## config.mk

```make
export PLATFORM = sky130hd
export DESIGN_NAME = sram_arbiter_flat
export DESIGN_NICKNAME = d
export VERILOG_FILES = /design/src/rtl/sram_arbiter_pkg.sv /design/src/rtl/sram_arbiter_if.sv /design/src/rtl/sram_arbiter_rr_arb2.sv /design/src/rtl/sram_arbiter.sv /design/src/flat_wrapper.sv
export SDC_FILE = /design/constraint.sdc
export NUM_CORES = 1
export LEC_CHECK = 0
export BUFFER_PORTS_ARGS = -buffer_cell sky130_fd_sc_hd__buf_4
export CAP_MARGIN = 20
export CORE_AREA = 3 3 154 156
export CTS_BUF_LIST = sky130_fd_sc_hd__clkbuf_8 sky130_fd_sc_hd__clkbuf_16
export DETAILED_ROUTE_END_ITERATION = 10
export DIE_AREA = 0 0 157 159
export PLACE_DENSITY = 0.69
export SLEW_MARGIN = 5
export SYNTH_ARGS = -nofsm -noshare
export SYNTH_HDL_FRONTEND = slang
export SYNTH_HIERARCHICAL = 1
export SYNTH_SLANG_ARGS = --single-unit
```

## constraint.sdc

```tcl
create_clock -name clk -period 2 [get_ports clk]
set_input_delay 0.1 -clock clk [delete_from_list [all_inputs] [get_ports clk]]
set_output_delay 0.1 -clock clk [all_outputs]
set_load 0.02 [all_outputs]
```

## src/rtl/sram_arbiter_pkg.sv

```systemverilog
// Shared definitions for the two-port SRAM arbiter: default widths and FSM encoding.
package sram_arbiter_pkg;

    localparam int unsigned DEF_ADDR_W = 32;
    localparam int unsigned DEF_DATA_W = 32;
    localparam int unsigned DEF_LINE_W = 64;

    typedef enum logic {
        IDLE = 1'b0,
        BUSY = 1'b1
    } state_t;

endpackage

```

## src/rtl/sram_arbiter_if.sv

```systemverilog
// Bundle of both requester ports and the downstream SRAM-controller port.
interface sram_arbiter_if
    import sram_arbiter_pkg::*;
#(
    parameter int unsigned ADDR_W = DEF_ADDR_W,
    parameter int unsigned DATA_W = DEF_DATA_W,
    parameter int unsigned LINE_W = DEF_LINE_W
);
    logic              p0_req;
    logic              p0_we;
    logic [ADDR_W-1:0] p0_addr;
    logic [DATA_W-1:0] p0_wdata;
    logic [LINE_W-1:0] p0_rdata;
    logic              p0_stall;
    logic              p0_done;

    logic              p1_req;
    logic              p1_we;
    logic [ADDR_W-1:0] p1_addr;
    logic [DATA_W-1:0] p1_wdata;
    logic [LINE_W-1:0] p1_rdata;
    logic              p1_stall;
    logic              p1_done;

    logic              sram_wr_en;
    logic              sram_rd_en;
    logic [ADDR_W-1:0] sram_addr;
    logic [DATA_W-1:0] sram_wdata;
    logic [LINE_W-1:0] sram_rdata;
    logic              sram_pause;

    // Arbiter side
    modport slave (
        input  p0_req, p0_we, p0_addr, p0_wdata,
        output p0_rdata, p0_stall, p0_done,
        input  p1_req, p1_we, p1_addr, p1_wdata,
        output p1_rdata, p1_stall, p1_done,
        output sram_wr_en, sram_rd_en, sram_addr, sram_wdata,
        input  sram_rdata, sram_pause
    );

    // Requesters plus SRAM controller side
    modport master (
        output p0_req, p0_we, p0_addr, p0_wdata,
        input  p0_rdata, p0_stall, p0_done,
        output p1_req, p1_we, p1_addr, p1_wdata,
        input  p1_rdata, p1_stall, p1_done,
        input  sram_wr_en, sram_rd_en, sram_addr, sram_wdata,
        output sram_rdata, sram_pause
    );

endinterface

```

## src/rtl/sram_arbiter_rr_arb2.sv

```systemverilog
// Two-way round-robin decision: a lone request wins, a tie goes to the port not served last.
module rr_arb2
    import sram_arbiter_pkg::*;
(
    input  logic req0,
    input  logic req1,
    input  logic last_grant,
    output logic grant,
    output logic valid
);

    // Grant index and request-present flag
    always_comb begin
        valid = req0 | req1;
        grant = 1'b0;
        if (req0 && req1) begin
            grant = ~last_grant;
        end else if (req1) begin
            grant = 1'b1;
        end
    end

endmodule

```

## src/rtl/sram_arbiter.sv

```systemverilog
// Shares one SRAM controller between two requesters, one transaction in flight at a time.
module sram_arbiter
    import sram_arbiter_pkg::*;
#(
    parameter int unsigned ADDR_W = DEF_ADDR_W,
    parameter int unsigned DATA_W = DEF_DATA_W,
    parameter int unsigned LINE_W = DEF_LINE_W
)
(
    input  logic          clk,
    input  logic          rst,
    sram_arbiter_if.slave bus
);

    state_t            state_q, state_d;
    logic              last_grant_q;
    logic              grant_q;
    logic              we_q;
    logic [ADDR_W-1:0] addr_q;
    logic [DATA_W-1:0] wdata_q;
    logic [LINE_W-1:0] rdata0_q, rdata1_q;

    logic arb_grant, arb_valid;
    logic done, rd_en, wr_en;

    rr_arb2 u_rr_arb2 (
        .req0       (bus.p0_req),
        .req1       (bus.p1_req),
        .last_grant (last_grant_q),
        .grant      (arb_grant),
        .valid      (arb_valid)
    );

    // State register
    always_ff @(posedge clk) begin
        if (rst) begin
            state_q <= IDLE;
        end else begin
            state_q <= state_d;
        end
    end

    // Next state, SRAM enables and completion strobe
    always_comb begin
        state_d = state_q;
        done    = 1'b0;
        rd_en   = 1'b0;
        wr_en   = 1'b0;
        unique case (state_q)
            IDLE: begin
                if (arb_valid) begin
                    state_d = BUSY;
                end
            end
            BUSY: begin
                rd_en = ~we_q;
                wr_en = we_q;
                if (!bus.sram_pause) begin
                    done    = 1'b1;
                    state_d = IDLE;
                end
            end
        endcase
    end

    // Latch the granted port's transaction when leaving IDLE
    always_ff @(posedge clk) begin
        if (rst) begin
            last_grant_q <= 1'b1;
            grant_q      <= 1'b0;
            we_q         <= 1'b0;
            addr_q       <= '0;
            wdata_q      <= '0;
        end else if (state_q == IDLE && arb_valid) begin
            last_grant_q <= arb_grant;
            grant_q      <= arb_grant;
            we_q         <= arb_grant ? bus.p1_we    : bus.p0_we;
            addr_q       <= arb_grant ? bus.p1_addr  : bus.p0_addr;
            wdata_q      <= arb_grant ? bus.p1_wdata : bus.p0_wdata;
        end
    end

    // Capture the read line for the owning port on a completed read
    always_ff @(posedge clk) begin
        if (rst) begin
            rdata0_q <= '0;
            rdata1_q <= '0;
        end else if (done && !we_q) begin
            if (grant_q) begin
                rdata1_q <= bus.sram_rdata;
            end else begin
                rdata0_q <= bus.sram_rdata;
            end
        end
    end

    assign bus.sram_rd_en = rd_en;
    assign bus.sram_wr_en = wr_en;
    assign bus.sram_addr  = addr_q;
    assign bus.sram_wdata = wdata_q;

    assign bus.p0_done  = done & ~grant_q;
    assign bus.p1_done  = done & grant_q;
    assign bus.p0_stall = bus.p0_req & ~bus.p0_done;
    assign bus.p1_stall = bus.p1_req & ~bus.p1_done;
    assign bus.p0_rdata = rdata0_q;
    assign bus.p1_rdata = rdata1_q;

endmodule

```

## src/flat_wrapper.sv

```systemverilog
// flat-port wrapper written by rule: the top's interface ports become plain ports
module sram_arbiter_flat import sram_arbiter_pkg::*;
#(
    parameter int unsigned ADDR_W = DEF_ADDR_W,
    parameter int unsigned DATA_W = DEF_DATA_W,
    parameter int unsigned LINE_W = DEF_LINE_W
)
  (clk, rst, bus_p0_req, bus_p0_we, bus_p0_addr, bus_p0_wdata, bus_p0_rdata, bus_p0_stall, bus_p0_done, bus_p1_req, bus_p1_we, bus_p1_addr, bus_p1_wdata, bus_p1_rdata, bus_p1_stall, bus_p1_done, bus_sram_wr_en, bus_sram_rd_en, bus_sram_addr, bus_sram_wdata, bus_sram_rdata, bus_sram_pause);
  sram_arbiter_if #(.ADDR_W(ADDR_W), .DATA_W(DATA_W), .LINE_W(LINE_W)) bus_i ();
  input  logic clk;
  input  logic rst;
  input wire logic [$bits(bus_i.p0_req)-1:0] bus_p0_req;
  input wire logic [$bits(bus_i.p0_we)-1:0] bus_p0_we;
  input wire logic [$bits(bus_i.p0_addr)-1:0] bus_p0_addr;
  input wire logic [$bits(bus_i.p0_wdata)-1:0] bus_p0_wdata;
  output wire logic [$bits(bus_i.p0_rdata)-1:0] bus_p0_rdata;
  output wire logic [$bits(bus_i.p0_stall)-1:0] bus_p0_stall;
  output wire logic [$bits(bus_i.p0_done)-1:0] bus_p0_done;
  input wire logic [$bits(bus_i.p1_req)-1:0] bus_p1_req;
  input wire logic [$bits(bus_i.p1_we)-1:0] bus_p1_we;
  input wire logic [$bits(bus_i.p1_addr)-1:0] bus_p1_addr;
  input wire logic [$bits(bus_i.p1_wdata)-1:0] bus_p1_wdata;
  output wire logic [$bits(bus_i.p1_rdata)-1:0] bus_p1_rdata;
  output wire logic [$bits(bus_i.p1_stall)-1:0] bus_p1_stall;
  output wire logic [$bits(bus_i.p1_done)-1:0] bus_p1_done;
  output wire logic [$bits(bus_i.sram_wr_en)-1:0] bus_sram_wr_en;
  output wire logic [$bits(bus_i.sram_rd_en)-1:0] bus_sram_rd_en;
  output wire logic [$bits(bus_i.sram_addr)-1:0] bus_sram_addr;
  output wire logic [$bits(bus_i.sram_wdata)-1:0] bus_sram_wdata;
  input wire logic [$bits(bus_i.sram_rdata)-1:0] bus_sram_rdata;
  input wire logic [$bits(bus_i.sram_pause)-1:0] bus_sram_pause;
  assign bus_i.p0_req = bus_p0_req;
  assign bus_i.p0_we = bus_p0_we;
  assign bus_i.p0_addr = bus_p0_addr;
  assign bus_i.p0_wdata = bus_p0_wdata;
  assign bus_p0_rdata = bus_i.p0_rdata;
  assign bus_p0_stall = bus_i.p0_stall;
  assign bus_p0_done = bus_i.p0_done;
  assign bus_i.p1_req = bus_p1_req;
  assign bus_i.p1_we = bus_p1_we;
  assign bus_i.p1_addr = bus_p1_addr;
  assign bus_i.p1_wdata = bus_p1_wdata;
  assign bus_p1_rdata = bus_i.p1_rdata;
  assign bus_p1_stall = bus_i.p1_stall;
  assign bus_p1_done = bus_i.p1_done;
  assign bus_sram_wr_en = bus_i.sram_wr_en;
  assign bus_sram_rd_en = bus_i.sram_rd_en;
  assign bus_sram_addr = bus_i.sram_addr;
  assign bus_sram_wdata = bus_i.sram_wdata;
  assign bus_i.sram_rdata = bus_sram_rdata;
  assign bus_i.sram_pause = bus_sram_pause;
  sram_arbiter #(.ADDR_W(ADDR_W), .DATA_W(DATA_W), .LINE_W(LINE_W)) u_core (.clk(clk), .rst(rst), .bus(bus_i));
endmodule
```

==> flow_summary.ini <==
[finish]
diodes = 0
final_layout_size_suffix_gt1_share_pct = 35.0
finalInstanceArea_sq_mm = 0.0120
area.growth.synth_to_final_pct = 61.5
n_fill_cell = 2060
nNetsFinal = 1502

[setup_path]
worstReg2RegEnd = u_core/bus.p1_rdata[44]
arrival_ns = 2.08
crit_required_ns = 2.34
start_kind = register
criticalPathCategory = register to register
end_kind = register
r2r.worst_path.cells = 4
reg2reg_from = u_core/grant_q
critPathMaxFanout = 15
r2r_setup_slack_ns = 0.26

[floorplanning]
ios = 397
core-area_sq_mm = 0.0225
die_width_um = 157
num_rows = 55
die_h_um = 159
start_util_pct = 33.1
die-area_sq_mm = 0.0250

[timing]
hold_viol = 0
max_freq_ghz = 0.575
finalCritPeriodShare_pct = 87.0
fin_crit_ns = 1.74
maxSlewHeadroom_pct = 59.7
worst_pin_slew_ns = 0.604
setup_viol = 0
drv_slew = 0
finClkSkew_ns = 0.0138
rsz0062_at_grt = false
fin_setup_tns_ns = 0

[route]
drt_iter0_markers = 352
drt-total-wl_mm = 25.1
ant_nets = 0
via_count = 7492
first_pass_iters = 5
wl_per_cell_um = 15.6
post-route-drc-count = 0
viasPerCell = 4.68

[synthesis]
syn_area_per_cell_sq_um = 8.55
synth_area_sq_mm = 0.00744
yosysUniqueCellTypes = 21
synthFlopType = dfxtp_1
seq_area_frac_synth_pct = 52.7
synth_fp_nets = 1069
synthTopCellsByCount = nand2_1, dfxtp_1, a21oi_1
synth_edf_count = 0
yosys_warnings = 6
async_flop_share_pct = 0
yosysTopAreaCell = dfxtp_1
synth_top_cell_area_share_pct = 52.7
yosys_register_bits = 196
yosysMostFrequentCell = nand2_1
synth_top_cells_by_area = dfxtp_1, nand2_1, a21oi_1
syn_inst = 870

[power_and_ir_drop]
power_frac_seq_pct = 45.1
p_sw_uw = 2660
ir_drop_mv = 0.444
p_int_uw = 6710
leakagePower_uw = 0.00522
power_density_mw_per_mm2 = 780
pwr-share-comb_pct = 18.8
switching_share_pct = 28.4
pwr-share-clk_pct = 36.1

[place]
placed_area_sq_mm = 0.0107
place_congestion = 0.827
dp_hpwl_mm = 18.0
port_buffers = 396

[grt]
grt_start_max_net_pins = 107
grt_remaining_overflow = 0
grt_pass1_wl_mm = 38.3
grt.total_usage_pct = 19.1
antenna_found_initial = 0
grt_pass1_vias = 7212

[clock_network]
clkSinkCount = 196
cts_buffer_depth = 2
clock_latency_ns = 0.42
h-tree-depth = 4
path_clk_slew_ns = 0.08
ctsRootBufferMaster = clkbuf_16
postCtsSetupBuffers = 0
cts_tree = done
cts_buffers = 17

[worst_hold_path]
min-delay-path-class = input pin to register
min_to = u_core/bus.sram_addr[12]
min_path_cells = 3
min-delay-start = bus_p0_addr[12]

[run]
drv_cap = 0

[status]
outcome = finished clean
==> area by class of cell <==
type	count	area (sq um)	area share, %
Sequential cell	196	3920	32.7
Timing Repair Buffer	488	3970	33.1
Clock inverter	13	140	1.17
Tap cell	285	357	2.97
Clock buffer	19	453	3.77
Multi-Input combinational cell	600	3170	26.4
==> worst max path at each step <==
stage / endpoint / slack [ns] / cells past startpoint / start
6_report: u_core/bus.p1_rdata[44] / 0.26 / 4 / u_core/grant_q
3_5_place_dp: u_core/bus.p1_rdata[39] / 0.36 / 4 / u_core/grant_q
2_1_floorplan: u_core/bus.p0_rdata[10] / 0.59 / 6 / u_core/state_q
3_3_place_gp: u_core/bus.p0_rdata[12] / 0.39 / 4 / u_core/grant_q
4_1_cts: bus_p0_stall / 0.04 / 4 / u_core/state_q
5_1_grt: bus_p0_stall / 0.19 / 4 / u_core/state_q
==> cell usage in the layout (no fill, tap or decap), drive strengths merged, types with 4 or more instances in the layout <==
master and count:
nor2 65, clkinv 6, clkbuf 19, a211oi 65
a21oi 131, dfxtp 196, mux2i 65, dlygate4sd3 67
nand2 260, inv 7, nor2b 4, buf 421
==> sequential cells by signal, indices dropped and copies added, names as in the netlist <==
register and count:
u_core/bus.sram_addr 32, u_core/grant_q 1, u_core/bus.p1_rdata 64, u_core/bus.p0_rdata 64
u_core/last_grant_q 1, u_core/we_q 1, u_core/state_q 1, u_core/bus.sram_wdata 32
==> logic make-up (layout without fill, tap and decap cells) <==
kind of cell	count (synthesis)	after routing	share of synthesized area, %
DFF	196	196	52.7
AOI/OAI and AO/OA	197	197	15.5
buffers and inverters	74	520	5.28
muxes	65	65	8.74
and+or+nand+nor	338	338	17.8
==> critical path, stage by stage, from the launching register on <==
cell	delay [ns]
dfxtp_1	0.51
and4bb_2	0.68
buf_4	0.26
nand2_1	0.06
a21oi_1	0.15
==> through the flow <==
| stage | worst slack, ns | power, uW | util [%] | cells | hold WS, ns |
|---|---|---|---|---|---|
| 4_1_cts | 0.0442 | 9490 | 53.3 | 1600 | 0.00204 |
| 3_5_place_dp | 0.358 | 5980 | 47.8 | 1502 | 0.365 |
| 5_1_grt | 0.191 | 9800 | 53.4 | 1601 | 0.0189 |
| 2_1_floorplan | 0.593 | 5140 | - | 870 | 0.236 |
| 6_report | 0.260 | 9370 | 53.4 | 1601 | 0.0236 |
| 3_3_place_gp | 0.388 | 5960 | 47.8 | 1502 | 0.355 |
==> metal layers <==
metal	vias to the layer above	routed length [um]	global-route usage [%]
li1	3772	-	-
met1	3381	9960	22.7
met2	300	12600	33.1
met3	39	1740	4.62
met4	0	784	7.20
met5	-	0	0
==> what timing repair did <==
item | 4_1_cts | 5_1_grt
endpoints found under the hold margin | 130 | 1
hold buffers | 66 | 1
gates resized for setup | 0 | 1
endpoints found under the setup margin | 0 | 1
==> power by group through the flow <==
stage	clock network [uW]	registers (uW)	logic, uW
2_1_floorplan	0	4540	591
3_3_place_gp	0	4310	1650
3_5_place_dp	0	4320	1660
4_1_cts	3490	4230	1770
5_1_grt	3660	4250	1890
6_report	3380	4230	1760
Note: power is estimated with default switching activity, not from simulation.
